## config.mk

```make
export PLATFORM = sky130hd
export DESIGN_NAME = mem_arbiter_flat
export DESIGN_NICKNAME = d
export VERILOG_FILES = /design/src/rtl/mem_arbiter_if.sv /design/src/rtl/mem_arbiter.sv /design/src/flat_wrapper.sv
export SDC_FILE = /design/constraint.sdc
export NUM_CORES = 1
export LEC_CHECK = 0
export BUFFER_PORTS_ARGS = -buffer_cell sky130_fd_sc_hd__buf_4
export CORE_MARGIN = 2
export CORE_UTILIZATION = 40
export CTS_BUF_LIST = sky130_fd_sc_hd__clkbuf_16
export DETAILED_ROUTE_END_ITERATION = 10
export PLACE_DENSITY_LB_ADDON = 0.1
export SLEW_MARGIN = 5
export SYNTH_ARGS = -nofsm -noshare
export SYNTH_HDL_FRONTEND = slang
export SYNTH_SLANG_ARGS = --single-unit
```

## constraint.sdc

```tcl
create_clock -name clk -period 1.6 [get_ports clk]
set_input_delay 0.16 -clock clk [delete_from_list [all_inputs] [get_ports clk]]
set_output_delay 0.16 -clock clk [all_outputs]
set_load 0.1 [all_outputs]
```

## src/rtl/mem_arbiter_if.sv

```systemverilog
// Bus bundle between the two memory masters, the arbiter and the single-port memory.
// The slave modport is the arbiter's view; the master modport is the requesters plus the memory.
interface mem_arbiter_if #(
  parameter int AW = 32,
  parameter int DW = 32
);
  logic          m0_req;
  logic          m0_we;
  logic [AW-1:0] m0_addr;
  logic [DW-1:0] m0_wdata;
  logic          m0_ack;

  logic          m1_req;
  logic          m1_we;
  logic [AW-1:0] m1_addr;
  logic [DW-1:0] m1_wdata;
  logic          m1_ack;

  logic [DW-1:0] rdata;
  logic [1:0]    gnt;

  logic          mem_en;
  logic          mem_we;
  logic [AW-1:0] mem_addr;
  logic [DW-1:0] mem_wdata;
  logic [DW-1:0] mem_rdata;

  modport slave (
    input  m0_req, m0_we, m0_addr, m0_wdata,
    output m0_ack,
    input  m1_req, m1_we, m1_addr, m1_wdata,
    output m1_ack,
    output rdata, gnt,
    output mem_en, mem_we, mem_addr, mem_wdata,
    input  mem_rdata
  );

  modport master (
    output m0_req, m0_we, m0_addr, m0_wdata,
    input  m0_ack,
    output m1_req, m1_we, m1_addr, m1_wdata,
    input  m1_ack,
    input  rdata, gnt,
    input  mem_en, mem_we, mem_addr, mem_wdata,
    output mem_rdata
  );
endinterface

```

## src/rtl/mem_arbiter.sv

```systemverilog
// Two-master arbiter for a fixed-latency single-port memory: write acks at r+2, read acks at r+MEM_LAT+2.
// Losing master is stalled by holding its req unacknowledged; requests are only sampled while idle.
module mem_arbiter #(
  parameter int AW       = 32,
  parameter int DW       = 32,
  parameter int MEM_LAT  = 2,
  parameter int ARB_MODE = 0
) (
  input  logic         clk,
  input  logic         reset,
  mem_arbiter_if.slave bus
);

  typedef enum logic [1:0] {IDLE, ISSUE, WAIT, DONE} state_t;

  localparam logic [3:0] CNT_INIT = 4'(MEM_LAT - 1);

  state_t        state_q, state_d;
  logic [1:0]    gnt_q, gnt_d;
  logic          last_q, last_d;
  logic          we_q, we_d;
  logic [AW-1:0] addr_q, addr_d;
  logic [DW-1:0] wdata_q, wdata_d;
  logic [3:0]    cnt_q, cnt_d;
  logic [DW-1:0] rdata_q, rdata_d;
  logic          win_m1;

  // last_q=1 means m1 was granted last, so m0 takes the first contested grant after reset.
  always_comb begin
    if (ARB_MODE == 1) begin
      win_m1 = !bus.m0_req;
    end else if (bus.m0_req && bus.m1_req) begin
      win_m1 = !last_q;
    end else begin
      win_m1 = bus.m1_req;
    end
  end

  always_comb begin
    state_d = state_q;
    gnt_d   = gnt_q;
    last_d  = last_q;
    we_d    = we_q;
    addr_d  = addr_q;
    wdata_d = wdata_q;
    cnt_d   = cnt_q;
    rdata_d = rdata_q;
    case (state_q)
      IDLE: begin
        if (bus.m0_req || bus.m1_req) begin
          gnt_d   = win_m1 ? 2'b10 : 2'b01;
          last_d  = win_m1;
          we_d    = win_m1 ? bus.m1_we    : bus.m0_we;
          addr_d  = win_m1 ? bus.m1_addr  : bus.m0_addr;
          wdata_d = win_m1 ? bus.m1_wdata : bus.m0_wdata;
          state_d = ISSUE;
        end
      end
      ISSUE: begin
        if (we_q) begin
          state_d = DONE;
        end else begin
          cnt_d   = CNT_INIT;
          state_d = WAIT;
        end
      end
      WAIT: begin
        if (cnt_q == 4'd0) begin
          rdata_d = bus.mem_rdata;
          state_d = DONE;
        end else begin
          cnt_d = cnt_q - 4'd1;
        end
      end
      DONE: begin
        gnt_d   = 2'b00;
        state_d = IDLE;
      end
      default: begin
        gnt_d   = 2'b00;
        state_d = IDLE;
      end
    endcase
  end

  always_ff @(posedge clk or negedge reset) begin
    if (!reset) begin
      state_q <= IDLE;
      gnt_q   <= 2'b00;
      last_q  <= 1'b1;
      we_q    <= 1'b0;
      addr_q  <= '0;
      wdata_q <= '0;
      cnt_q   <= 4'd0;
      rdata_q <= '0;
    end else begin
      state_q <= state_d;
      gnt_q   <= gnt_d;
      last_q  <= last_d;
      we_q    <= we_d;
      addr_q  <= addr_d;
      wdata_q <= wdata_d;
      cnt_q   <= cnt_d;
      rdata_q <= rdata_d;
    end
  end

  // Every output is a register or a decode of the state register, never of the request inputs.
  assign bus.mem_en    = (state_q == ISSUE);
  assign bus.mem_we    = (state_q == ISSUE) && we_q;
  assign bus.mem_addr  = addr_q;
  assign bus.mem_wdata = wdata_q;
  assign bus.m0_ack    = (state_q == DONE) && gnt_q[0];
  assign bus.m1_ack    = (state_q == DONE) && gnt_q[1];
  assign bus.gnt       = gnt_q;
  assign bus.rdata     = rdata_q;

endmodule

```

## src/flat_wrapper.sv

```systemverilog
// flat-port wrapper written by rule: the top's interface ports become plain ports
module mem_arbiter_flat 
#(
  parameter int AW       = 32,
  parameter int DW       = 32,
  parameter int MEM_LAT  = 2,
  parameter int ARB_MODE = 0
)
  (clk, reset, bus_m0_req, bus_m0_we, bus_m0_addr, bus_m0_wdata, bus_m0_ack, bus_m1_req, bus_m1_we, bus_m1_addr, bus_m1_wdata, bus_m1_ack, bus_rdata, bus_gnt, bus_mem_en, bus_mem_we, bus_mem_addr, bus_mem_wdata, bus_mem_rdata);
  mem_arbiter_if #(.AW(AW), .DW(DW)) bus_i ();
  input  logic clk;
  input  logic reset;
  input wire logic [$bits(bus_i.m0_req)-1:0] bus_m0_req;
  input wire logic [$bits(bus_i.m0_we)-1:0] bus_m0_we;
  input wire logic [$bits(bus_i.m0_addr)-1:0] bus_m0_addr;
  input wire logic [$bits(bus_i.m0_wdata)-1:0] bus_m0_wdata;
  output wire logic [$bits(bus_i.m0_ack)-1:0] bus_m0_ack;
  input wire logic [$bits(bus_i.m1_req)-1:0] bus_m1_req;
  input wire logic [$bits(bus_i.m1_we)-1:0] bus_m1_we;
  input wire logic [$bits(bus_i.m1_addr)-1:0] bus_m1_addr;
  input wire logic [$bits(bus_i.m1_wdata)-1:0] bus_m1_wdata;
  output wire logic [$bits(bus_i.m1_ack)-1:0] bus_m1_ack;
  output wire logic [$bits(bus_i.rdata)-1:0] bus_rdata;
  output wire logic [$bits(bus_i.gnt)-1:0] bus_gnt;
  output wire logic [$bits(bus_i.mem_en)-1:0] bus_mem_en;
  output wire logic [$bits(bus_i.mem_we)-1:0] bus_mem_we;
  output wire logic [$bits(bus_i.mem_addr)-1:0] bus_mem_addr;
  output wire logic [$bits(bus_i.mem_wdata)-1:0] bus_mem_wdata;
  input wire logic [$bits(bus_i.mem_rdata)-1:0] bus_mem_rdata;
  assign bus_i.m0_req = bus_m0_req;
  assign bus_i.m0_we = bus_m0_we;
  assign bus_i.m0_addr = bus_m0_addr;
  assign bus_i.m0_wdata = bus_m0_wdata;
  assign bus_m0_ack = bus_i.m0_ack;
  assign bus_i.m1_req = bus_m1_req;
  assign bus_i.m1_we = bus_m1_we;
  assign bus_i.m1_addr = bus_m1_addr;
  assign bus_i.m1_wdata = bus_m1_wdata;
  assign bus_m1_ack = bus_i.m1_ack;
  assign bus_rdata = bus_i.rdata;
  assign bus_gnt = bus_i.gnt;
  assign bus_mem_en = bus_i.mem_en;
  assign bus_mem_we = bus_i.mem_we;
  assign bus_mem_addr = bus_i.mem_addr;
  assign bus_mem_wdata = bus_i.mem_wdata;
  assign bus_i.mem_rdata = bus_mem_rdata;
  mem_arbiter #(.AW(AW), .DW(DW), .MEM_LAT(MEM_LAT), .ARB_MODE(ARB_MODE)) u_core (.clk(clk), .reset(reset), .bus(bus_i));
endmodule
```

## Word level (Yosys, flattened, before mapping)

Index checks and enable logic that the tools add are counted.

- Eq/ne operators: 7
- $mul: 0
- Bitwise logic cells: 0
- Divide/modulo/power cells: 0
- Reduce and logical (&&, ||, !) cells: 15
- Add/subtract/negate cells: 1
- Shift-type cells: 0
- Order comparisons: 0
- Multiplexer cells: 14

Operators with widths:

| operator | number |
|---|---|
| $mux 32 | 2 |
| $mux 2 | 4 |
| $mux 4 | 2 |
| $pmux 2 s4 | 1 |
| $pmux 4 s2 | 1 |
| $reduce_and 2->1 | 4 |
| $eq 2x2->1 const B | 2 |
| $logic_and 1x1->1 | 4 |
| $logic_not 4->1 | 1 |
| $ne 2x1->1 const B | 2 |
| $ne 2x2->1 const B | 2 |
| $pmux 2 s2 | 1 |
| $reduce_bool 2->1 | 2 |
| $sub 4x1->4 const B | 1 |
| $mux 1 | 3 |
| $reduce_and 3->1 | 1 |
| $eq 2x1->1 const B | 1 |
| $logic_not 2->1 | 1 |
| $logic_not 1->1 | 1 |
| $logic_or 1x1->1 | 1 |

- Output and inout bits: 102
- Memories kept: 0
- Memory bits (read-only): 0
- Bits in writable memories: 0
- Word-level logic and storage cells: 45
- Latch bits: 0
- Register bits after elaboration: 106
- Input bits: 166

## Longest topological paths before layout

Gate-level depths: netlist (run 1).

- Word-level depth: 5
- Depth in mapped cells: 8
- Mapped depth without buffers: 5

## Worst setup path before layout (run 1)

Ideal clock, no wire load.

- Path kind: reg2reg
- From: register u_core.state_q[1]
- To: register u_core.state_q[0]
- Period minus slack after synthesis: 2.516 ns
- Path slack: -0.916 ns
- Arrival time: 2.437 ns
- Path buffers: 0
- Setup time: 0.079 ns
- Stages on the path, launching flop included: 6
- Data required time: 1.521 ns
- Path through: dfrtp_1 > inv_1 > ha_1 > and2_1 > nor3_1 > a2bb2oi_1

- Elaborated cells on any way between the ends: 8
- Classes of those cells: 5 x eq/ne; 1 x mux; 2 x reduce/logical

RTL lines:

| what | line | source |
|---|---|---|
| start, declared | mem_arbiter.sv:18 | `state_t state_q, state_d;` |
| start signal, assigned | mem_arbiter.sv:97 | `state_q <= state_d;` |
| $eq 2x1->1 | - |  |
| via bus_mem_en | flat_wrapper.sv:25 | `output wire logic [$bits(bus_i.mem_en)-1:0] bus_mem_en;` |
| $pmux 2 s4 | mem_arbiter.sv:48 | `case (state_q)` |

The timed path passes the listed nets, and every way through them passes these cells.
A chain may end at the register's enable or synchronous reset.

## Worst setup path after layout (run 1)

- From: register u_core.cnt_q[1]
- To: register u_core.state_q[1]

- Cells in the longest elaborated chain, start to end: 3

RTL lines:

| what | line | source |
|---|---|---|
| start, declared | mem_arbiter.sv:24 | `logic [3:0] cnt_q, cnt_d;` |
| start signal, assigned | mem_arbiter.sv:103 | `cnt_q <= cnt_d;` |
| $logic_not 4->1 | mem_arbiter.sv:68 | `if (cnt_q == 4'd0) begin` |
| $ne 2x1->1 (no source line) | - |  |
| $reduce_and 2->1 (no source line) | - |  |

No other way between the ends.

==> out/metrics.csv, run 1 <==
stage;metric;value;unit
logic_synthesis;syn_area;4870;sq um
worst_setup_path;crit_required;1.83;ns
worst_setup_path;startpoint_type;flip-flop;
outcome;outcome;complete, but fails checks;
route;drt-met1-wl;5.85;mm
timing;rsz0062_at_grt;true;
logic_synthesis;synth_area_per_cell;10.1;sq um
cts;clock-sinks;106;
worst_setup_path;reg2reg_to;u_core.state_q[1];
route;top_layer;met4;
worst_setup_path;slowest_stage;dfrtp_1;
job;drv_cap;0;
worst_setup_path;max_stage_delay;0.39;ns
cts;cts_tree;yes;
floorplan;initial_utilization;40.7;%
floorplan;ioPinCount;268;
route;ant_nets;0;
route;drt_iter0_markers;313;
logic_synthesis;async_reset_ff_share;100;%
worst_setup_path;r2r_start;u_core.cnt_q[1];
cts;htree_levels;3;
timing;fmax;617;MHz
route;wire_per_inst;16.5;um
placement;dp_slack;-0.0513;ns
worst_setup_path;crit_path_end_kind;flip-flop;
timing;hold_viol;0;
route;drt-vias-per-instance;5.02;
floorplan;die_h;114;um
worst_setup_path;critical_path.cell_chain;inv_2, ha_4, or3b_4, a22oi_2, mux2_4;
grt;overflow;0;
cells_and_area;final_common_cell;buf_4;
logic_synthesis;yosys_warnings;0;
cts;clk_pin_slew;0.07;ns
cts;worstSkewPairLatency;0.35;ns
cells_and_area;area_growth;57.4;%
outcome;violations;negative setup slack;
placement;port_buffers;267;
timing;layout_setup_ws;-0.0218;ns
timing;finalMaxSlewViolations;0;
cts;cts_root_buf;clkbuf_16;
timing;finalSetupViolations;4;
route;num_vias;4565;
worst_hold_path;worstHoldStart;bus_m0_req;
route;wl_met3;932;um
timing;maxSlewHeadroom;72.4;%
timing;tightest_slew;0.414;ns
route;route.met2.wl;7.75;mm
logic_synthesis;synth_flop_cell;dfrtp_1;
timing;finalClockSkew;0.00838;ns
grt;grt_pass1_vias;4474;
route;wl;15.0;mm
worst_setup_path;rr_worst_depth;5;
logic_synthesis;synthCells;483;
grt;grt_start_max_net_pins;60;
cells_and_area;fillCellCount;1030;
timing;period_share;101;%
logic_synthesis;ys_seq_area_share;54.5;%
timing;period_needed;1.62;ns
placement;dpl.hpwl;10.6;mm
cells_and_area;utilization;64.1;%
worst_setup_path;arrival;1.86;ns
worst_setup_path;reg2reg_slack;-0.02;ns
worst_setup_path;path_class;reg -> reg;
placement;globalplace.congestion;0.789;
placement;dp.cells;884;
cts;numCtsBuffers;9;
logic_synthesis;synth_nets;656;
worst_hold_path;worstHoldPathType;in -> reg;
logic_synthesis;synth-seq-cells;106;
route;drtPass1Iterations;5;
grt;track_usage;22.1;%
cells_and_area;layout_common_cells;278 x buf_4, 132 x nand2_1, 103 x dfrtp_1, 69 x nor2_1, 68 x a31oi_1;
floorplan;die_width;114;um
logic_synthesis;synth_cell_types;37;
cells_and_area;drive_above_1_share;48.3;%
route;drc;0;
grt;grt_pass1_wl;22.5;mm
cells_and_area;nets;930;
floorplan;coreArea;12000;sq um
floorplan;die_area;13100;sq um
cells_and_area;final_cells;909;
worst_hold_path;min_path_cells;2;
grt;grt_antenna_before_repair;0;
worst_setup_path;crit_fanout;3;
floorplan;fp-row-count;40;
logic_synthesis;synth-edff-count;0;
worst_hold_path;min_to;u_core.last_q;
cells_and_area;n_antenna_cell;0;
cts;clk_path_buf_depth;2;
-- worst max-delay path: cells and delay by family, from the launching register on --
kind            cells  cell delay, ns
buf+inv             1            0.09
flops               1            0.39
simple gates        1            0.39
compound gates      1            0.19
mux                 1            0.32
fa+ha+maj           1            0.13
-- worst max path at each step --
| stage | from | to | slack, ns |
|---|---|---|---|
| after floorplan | u_core.state_q[1] | u_core.bus.mem_addr[20] | -0.006 |
| after global placement | u_core.cnt_q[0] | u_core.state_q[1] | 0.02 |
| after detailed placement | u_core.cnt_q[0] | u_core.state_q[1] | -0.05 |
| after CTS | u_core.cnt_q[1] | u_core.state_q[1] | -0.05 |
| after global routing | u_core.cnt_q[1] | u_core.state_q[1] | -0.07 |
| final | u_core.cnt_q[1] | u_core.state_q[1] | -0.02 |
-- area by class of cell --
cell class                 count  area, sq um  area share, %
clock inverter                 7         70.1          0.914
multi-input combinational    338         2080           27.1
sequential                   106         2660           34.6
clock buffer                   9          225           2.94
timing repair buffer         296         2430           31.7
tap                          147          184           2.40
inverter                       6         22.5          0.294
-- flip-flops by register name (all words and copies together), names as in the netlist --
name / count
u_core.we_q: 1
u_core.cnt_q: 4
u_core.state_q: 2
u_core.last_q: 1
u_core.bus.mem_addr: 32
u_core.bus.mem_wdata: 32
u_core.bus.rdata: 32
u_core.bus.gnt: 2
-- cell families (layout without fill, tap and decap cells) --
family	count (synthesis)	count (layout)	share of synthesized area, %
AO/OA/AOI/OAI	88	88	12.3
adder cells (fa/ha/maj)	7	7	1.80
buffers and inverters	39	318	4.83
flip-flops	106	106	54.5
multiplexers	33	33	9.79
AND/OR/NAND/NOR	210	210	16.8
-- repair_timing --
action / in CTS / in global routing
hold buffers: 1 / 0
cloned: 0 / 3
pin swaps: 2 / 2
endpoints found under the hold margin: 24 / 0
buffers inserted: 3 / 2
setup endpoints to repair: 6 / 60
gates resized for setup: 18 / 10
-- synth_stat cells (2+ instances only) --
| master | count | area, sq um |
|---|---|---|
| nand2_1 | 132 | 495 |
| buf_2 | 18 | 90.1 |
| ha_1 | 7 | 87.6 |
| mux2_2 | 4 | 45.0 |
| buf_6 | 4 | 45.0 |
| a22o_1 | 2 | 17.5 |
| o31ai_1 | 2 | 15.0 |
| inv_1 | 6 | 22.5 |
| a21oi_1 | 2 | 10.0 |
| a31oi_1 | 68 | 425 |
| o21ai_0 | 2 | 10.0 |
| dfrtp_1 | 105 | 2630 |
| nor2_1 | 70 | 263 |
| and2_1 | 3 | 18.8 |
| a32o_1 | 2 | 20.0 |
| buf_4 | 7 | 52.6 |
| mux2_4 | 28 | 420 |
| clkbuf_1 | 2 | 7.51 |
-- through the flow --
| stage | hold WS (ns) | TNS [ns] | area (sq um) |
|---|---|---|---|
| 2_1_floorplan | -0.136 | -0.197 | 4910 |
| 3_3_place_gp | 0.114 | 0 | 7140 |
| 3_5_place_dp | 0.111 | -0.0513 | 7140 |
| 4_1_cts | 0.0183 | -0.0494 | 7540 |
| 5_1_grt | 0.0246 | -1.29 | 7670 |
| 6_report | 0.0358 | -0.0305 | 7670 |
-- routing by layer --
metal  vias up  GRT usage [%]
met3        29           4.45
li1       2192              -
met4         0           10.4
met2       182           37.9
met5         -              0
met1      2162           26.8
Power of run 1 is left out: the tool's default activity adds up to more than one toggle a clock period on the data nets, which glitch-free logic cannot reach.
==> run 2: changes to the inputs <==
- ABC_AREA: not set -> 1
- CORE_UTILIZATION: 40 -> 41
- PLACE_DENSITY: not set -> 0.86
- PLACE_DENSITY_LB_ADDON: 0.1 -> not set
==> run 2 against run 1 <==
Against the previous run:
- the flow still finishes with violations (negative setup slack)
- core utilization increased by 0.57 points
- area after synthesis up 3.2%
- synthesized cell count increased by 29%
- sequential share of layout area down 0.45 points
- flip-flop and latch count stayed put
- clock skew fell by 0.0029 ns
- register-to-register slack improved by 0.09 ns
- critical path type is now reg -> out
- highest routed layer unchanged
==> out/metrics.csv, run 2 <==
stage;metric;value;unit
timing;finalMaxSlewViolations;0;
grt;grt_antenna_before_repair;0;
route;drt_iter0_markers;261;
route;drc;0;
outcome;outcome;complete, but fails checks;
cells_and_area;regArea;2660;sq um
cells_and_area;layout_common_cells;271 x buf_4, 226 x nand2_1, 103 x dfrtp_1, 97 x inv_1, 55 x o211ai_1;
worst_setup_path;crit_required;1.44;ns
placement;port_buffers;267;
worst_setup_path;critical_path.cell_chain;buf_6, ha_4, nand2_4, clkinvlp_4, buf_12;
cells_and_area;drive_above_1_share;36.0;%
grt;grt_pass1_wl;22.9;mm
grt;grt_start_max_net_pins;59;
grt;overflow;0;
cts;postCtsSetupBuffers;0;
logic_synthesis;async_reset_ff_share;100;%
cts;clock-sinks;106;
cells_and_area;n_antenna_cell;0;
floorplan;die_h;115;um
worst_setup_path;crit_cells;5;
cts;clk_path_buf_depth;2;
floorplan;coreArea;12000;sq um
cts;cts_tree;yes;
floorplan;ioPinCount;268;
logic_synthesis;synth_cell_types;20;
placement;globalplace.congestion;0.818;
grt;grt_use_met3;5.75;%
worst_setup_path;path_buf_inv;3;
worst_setup_path;startpoint_type;flip-flop;
timing;tightest_slew;0.380;ns
route;wire_per_inst;14.8;um
logic_synthesis;synth-seq-cells;106;
grt;top_usage_layer;met2;
cells_and_area;multi_input_area;1880;sq um
cells_and_area;nets;1057;
cts;clk_pin_slew;0.08;ns
timing;fmax;624;MHz
worst_setup_path;crit_fanout;3;
grt;grt_use_met1;25.2;%
cells_and_area;fillCellCount;1031;
logic_synthesis;synth_area_per_cell;8.10;sq um
cts;cts_root_buf;clkbuf_16;
grt;met2_usage;39.8;%
logic_synthesis;synth_top_area_cell;dfrtp_1;
timing;finalSetupViolations;1;
worst_setup_path;max_stage_delay;0.41;ns
logic_synthesis;yosys_warnings;0;
floorplan;die_area;13200;sq um
floorplan;initial_utilization;41.9;%
grt;grt_pass1_vias;4820;
cells_and_area;area_growth;54.5;%
timing;period_share;100;%
floorplan;fp-row-count;40;
outcome;violations;negative setup slack;
worst_setup_path;slowest_stage;dfrtp_1;
cts;htree_levels;3;
cts;worstSkewPairLatency;0.34;ns
logic_synthesis;ys_seq_area_share;52.8;%
logic_synthesis;synthCells;621;
worst_setup_path;arrival;1.44;ns
cts;numCtsBuffers;9;
logic_synthesis;yosysMostFrequentCell;nand2_1;
cells_and_area;utilization;64.7;%
logic_synthesis;synth.area.top_cells;dfrtp_1 52%, nand2_1 17%, o211ai_1 8.2%, inv_1 7.5%, o21ai_0 4.0%;
route;drtPass1Iterations;4;
worst_setup_path;path_class;reg -> out;
route;drt-vias-per-instance;4.87;
logic_synthesis;syn_area;5030;sq um
worst_setup_path;cpLargestDelayFamily;buffers and inverters;
worst_setup_path;crit_path_end_kind;primary output;
timing;maxSlewHeadroom;74.6;%
logic_synthesis;synth-edff-count;0;
route;wl;15.3;mm
grt;track_usage;22.0;%
logic_synthesis;synth_commonest_cells;228 x nand2_1, 105 x dfrtp_1, 100 x inv_1, 55 x o211ai_1, 40 x o21ai_0;
timing;hold_viol;0;
route;ant_nets;0;
logic_synthesis;synth_flop_cell;dfrtp_1;
worst_setup_path;rr_worst_depth;7;
timing;period_needed;1.60;ns
timing;rsz0062_at_grt;true;
timing;layout_setup_ws;-0.00309;ns
worst_hold_path;worstHoldPathType;in -> reg;
route;num_vias;5046;
job;drv_cap;0;
timing;finalClockSkew;0.00551;ns
floorplan;die_width;115;um
placement;dpl.hpwl;10.8;mm
worst_hold_path;min_path_cells;3;
logic_synthesis;synth.top_cell.area_share;52.3;%
logic_synthesis;synth_nets;794;
cells_and_area;final_common_cell;buf_4;
-- run 2: changes by cell type after synthesis, sizes merged, moves of 9 or more --
cell and change:
nand2 +97, nand3 +25, o21a +9, mux2 -33, o211ai +55, inv +95, nor2 -64, a31oi -68
o21ai +41
-- run 2: worst paths after layout --
path / from / endpoint / slack [ns]
max in group asynchronous: reset / u_core.last_q / 0.73
worst min-delay path: bus_m1_addr[1] / u_core.bus.mem_addr[1] / 0.06
worst min register to register: u_core.bus.mem_addr[0] / u_core.bus.mem_addr[0] / 0.48
worst max-delay path: u_core.state_q[0] / bus_mem_we / -0.003
worst max register to register: u_core.state_q[0] / u_core.bus.mem_wdata[24] / 0.07
min in group asynchronous: reset / u_core.bus.rdata[3] / 0.29
-- run 2: per-stage QoR --
step	worst slack, ns	std cells	hold slack [ns]	cell area (sq um)	setup TNS [ns]
3_5_place_dp	-0.241	1016	0.109	7310	-0.698
4_1_cts	0.00253	1034	0.0547	7680	0
6_report	-0.00309	1036	0.0589	7770	-0.00309
5_1_grt	-0.0234	1036	0.0573	7770	-0.0234
2_1_floorplan	-0.261	621	-0.136	5060	-1.01
3_3_place_gp	-0.150	1016	0.107	7310	-0.293
-- run 2: metal layers --
metal	vias up	wire, um	share of wire [%]
met5	-	0	0
met4	0	320	2.1
met3	19	1240	8.1
met2	221	7770	51
met1	2337	5960	39
li1	2469	-	-
-- run 2: cell families after synthesis --
kind of cell | Yosys count | synth area share, %
compound gates | 109 | 14.2
fa+ha+maj | 7 | 1.74
buf+inv | 137 | 11.0
flops | 106 | 52.8
simple gates | 262 | 20.3
-- run 2: final cells by class --
cell class / instances / share of cell area, %
inverter: 101 / 4.96
clock inverter: 7 / 0.983
tap: 147 / 2.37
multi-input combinational: 378 / 24.2
clock buffer: 9 / 2.90
timing repair buffer: 288 / 30.4
sequential: 106 / 34.2
-- run 2: what timing repair did --
action | 4_1_cts | 5_1_grt
gates cloned | 1 | 2
hold buffers | 1 | 0
resized for setup | 7 | 10
hold endpoints to repair | 26 | 0
endpoints found under the setup margin | 62 | 46
pin swaps | 0 | 1
-- run 2: worst reg2reg max path, cell delays in order, from the launching register on --
cell and delay [ns]:
dfrtp_1 0.41, inv_2 0.13, ha_1 0.23, o21ai_4 0.12, inv_4 0.15, buf_12 0.17
nand3_1 0.10, o21a_1 0.11
Power of run 2 is left out for the same reason.
==> run 3: changes to the inputs <==
- BUFFER_PORTS_ARGS: -buffer_cell sky130_fd_sc_hd__buf_4 -> -buffer_cell sky130_fd_sc_hd__buf_2
==> run 3 against run 2 <==
Against the previous run:
- the run now ends clean
- setup slack improved by 0.040 ns
- die area did not move
- non-clock buffer count fell by 5
- first-iteration DRC count fell by 0.77%
- critical path type unchanged
- highest routed layer unchanged
==> out/metrics.csv, run 3 (same netlist as run 2, synthesis figures left out) <==
stage;metric;value;unit
cells_and_area;utilization;58.3;%
cells_and_area;regArea;2660;sq um
route;num_vias;4900;
cts;worstSkewPairLatency;0.34;ns
timing;period_needed;1.56;ns
route;drc;0;
cts;clock-sinks;106;
placement;dp.cells;1012;
cells_and_area;stdcell_area;7000;sq um
placement;globalplace.congestion;0.783;
worst_setup_path;critical_path.cell_chain;buf_4, ha_4, nand2_4, clkinvlp_4, buf_12;
floorplan;fp-row-count;40;
route;wl;13.7;mm
cts;htree_levels;3;
grt;grt_antenna_before_repair;0;
timing;fmax;640;MHz
floorplan;die_area;13200;sq um
worst_hold_path;worstHoldPathType;in -> reg;
worst_setup_path;max_stage_delay;0.38;ns
placement;detailed_place.area;6670;sq um
floorplan;die_width;115;um
worst_setup_path;arrival;1.40;ns
route;ant_nets;0;
placement;port_buffers;267;
worst_hold_path;min_to;u_core.bus.mem_wdata[21];
cells_and_area;n_antenna_cell;0;
cells_and_area;area_growth;39.2;%
cts;numCtsBuffers;9;
grt;grt_pass1_wl;21.3;mm
worst_setup_path;rr_worst_depth;7;
timing;hold_viol;0;
floorplan;die_h;115;um
worst_hold_path;worstHoldStart;bus_m1_wdata[21];
route;drt_iter0_markers;259;
cells_and_area;drive_above_1_share;35.5;%
worst_setup_path;path_buf_inv;3;
cells_and_area;layout_common_cells;262 x buf_2, 226 x nand2_1, 102 x dfrtp_1, 98 x inv_1, 55 x o211ai_1;
worst_setup_path;startpoint_type;flip-flop;
timing;rsz0062_at_grt;true;
worst_hold_path;min_path_cells;3;
worst_setup_path;reg2reg_to;u_core.we_q;
worst_setup_path;r2r_start;u_core.state_q[1];
worst_setup_path;crit_required;1.44;ns
cells_and_area;fillCellCount;1111;
placement;dpl.hpwl;10.3;mm
worst_setup_path;reg2reg_slack;0.07;ns
worst_setup_path;crit_fanout;3;
floorplan;ioPinCount;268;
job;drv_cap;0;
worst_setup_path;cpLargestDelayFamily;buffers and inverters;
timing;layout_setup_ws;0.0367;ns
worst_setup_path;crit_path_end_kind;primary output;
worst_setup_path;slowest_stage;dfrtp_1;
floorplan;coreArea;12000;sq um
route;wire_per_inst;13.2;um
floorplan;initial_utilization;41.9;%
route;drt-vias-per-instance;4.75;
cells_and_area;multi_input_area;1870;sq um
cts;clk_path_buf_depth;2;
cts;cts_root_buf;clkbuf_16;
timing;finalMaxSlewViolations;0;
timing;maxSlewHeadroom;64.6;%
outcome;outcome;complete, no violations;
grt;grt_start_max_net_pins;66;
route;drtPass1Iterations;4;
cells_and_area;nets;1052;
cells_and_area;final_cells;1031;
timing;finalClockSkew;0.00653;ns
grt;overflow;0;
cells_and_area;final_common_cell;buf_2;
worst_setup_path;path_class;reg -> out;
cts;clk_pin_slew;0.07;ns
placement;dp_slack;-0.00329;ns
grt;grt_pass1_vias;4566;
timing;period_share;97.7;%
cts;cts_tree;yes;
timing;finalSetupViolations;0;
timing;tightest_slew;0.535;ns
grt;track_usage;20.5;%
## run 3: cell types whose count changed in the layout (fill, tap and decap cells not counted), moves of 2 or more
cell | before | now
buf_4 | 271 | 8
buf_6 | 3 | 1
buf_2 | 0 | 262
clkbuf_16 | 11 | 9
## run 3: worst register-to-register path, delay by kind of cell, from the launching register on
kind                     cells  cell delay, ns
AND/OR/NAND/NOR              1            0.12
AO/OA/AOI/OAI                2            0.22
adder cells (fa/ha/maj)      1            0.24
flip-flops                   1            0.44
buffers and inverters        3            0.42
## run 3: final cells by class
type,count,share of cell area (%)
Timing Repair Buffer,283,23.0
Multi-Input combinational cell,378,26.7
Tap cell,147,2.63
Sequential cell,106,38.0
Clock buffer,9,3.22
Inverter,101,5.47
Clock inverter,7,0.983
## run 3: timing repair
item	CTS	global route
resized for setup	1	3
endpoints found under the setup margin	2	18
hold endpoints to repair	31	0
gates cloned	0	0
buffers inserted	0	2
hold buffers	1	0
pin swaps	0	1
## run 3: per-stage QoR
step / hold slack, ns / setup TNS (ns)
4_1_cts: 0.0508 / 0
6_report: 0.0588 / 0
3_5_place_dp: 0.152 / -0.00329
2_1_floorplan: -0.136 / -1.01
5_1_grt: 0.0553 / -0.0161
3_3_place_gp: 0.145 / 0
## run 3: how the worst max path moves through the flow
stage	startpoint	slack, ns	endpoint	cells after the start
2_1_floorplan	u_core.state_q[1]	-0.26	u_core.cnt_q[3]	8
3_3_place_gp	u_core.state_q[1]	0.07	u_core.bus.gnt[0]	6
3_5_place_dp	u_core.state_q[1]	-0.003	u_core.bus.gnt[1]	6
6_report	u_core.state_q[0]	0.04	bus_mem_we	5
5_1_grt	u_core.state_q[0]	-0.02	bus_mem_we	5
4_1_cts	u_core.state_q[0]	0.009	bus_mem_we	5
## run 3: routing by layer
| metal | GRT usage [%] | vias up | wire length, um |
|---|---|---|---|
| met5 | 0 | - | 0 |
| met4 | 5.86 | 0 | 223 |
| met3 | 5.22 | 15 | 1020 |
| met2 | 35.9 | 200 | 6700 |
| met1 | 25.1 | 2227 | 5710 |
| li1 | - | 2458 | - |
Power of run 3 is left out for the same reason.
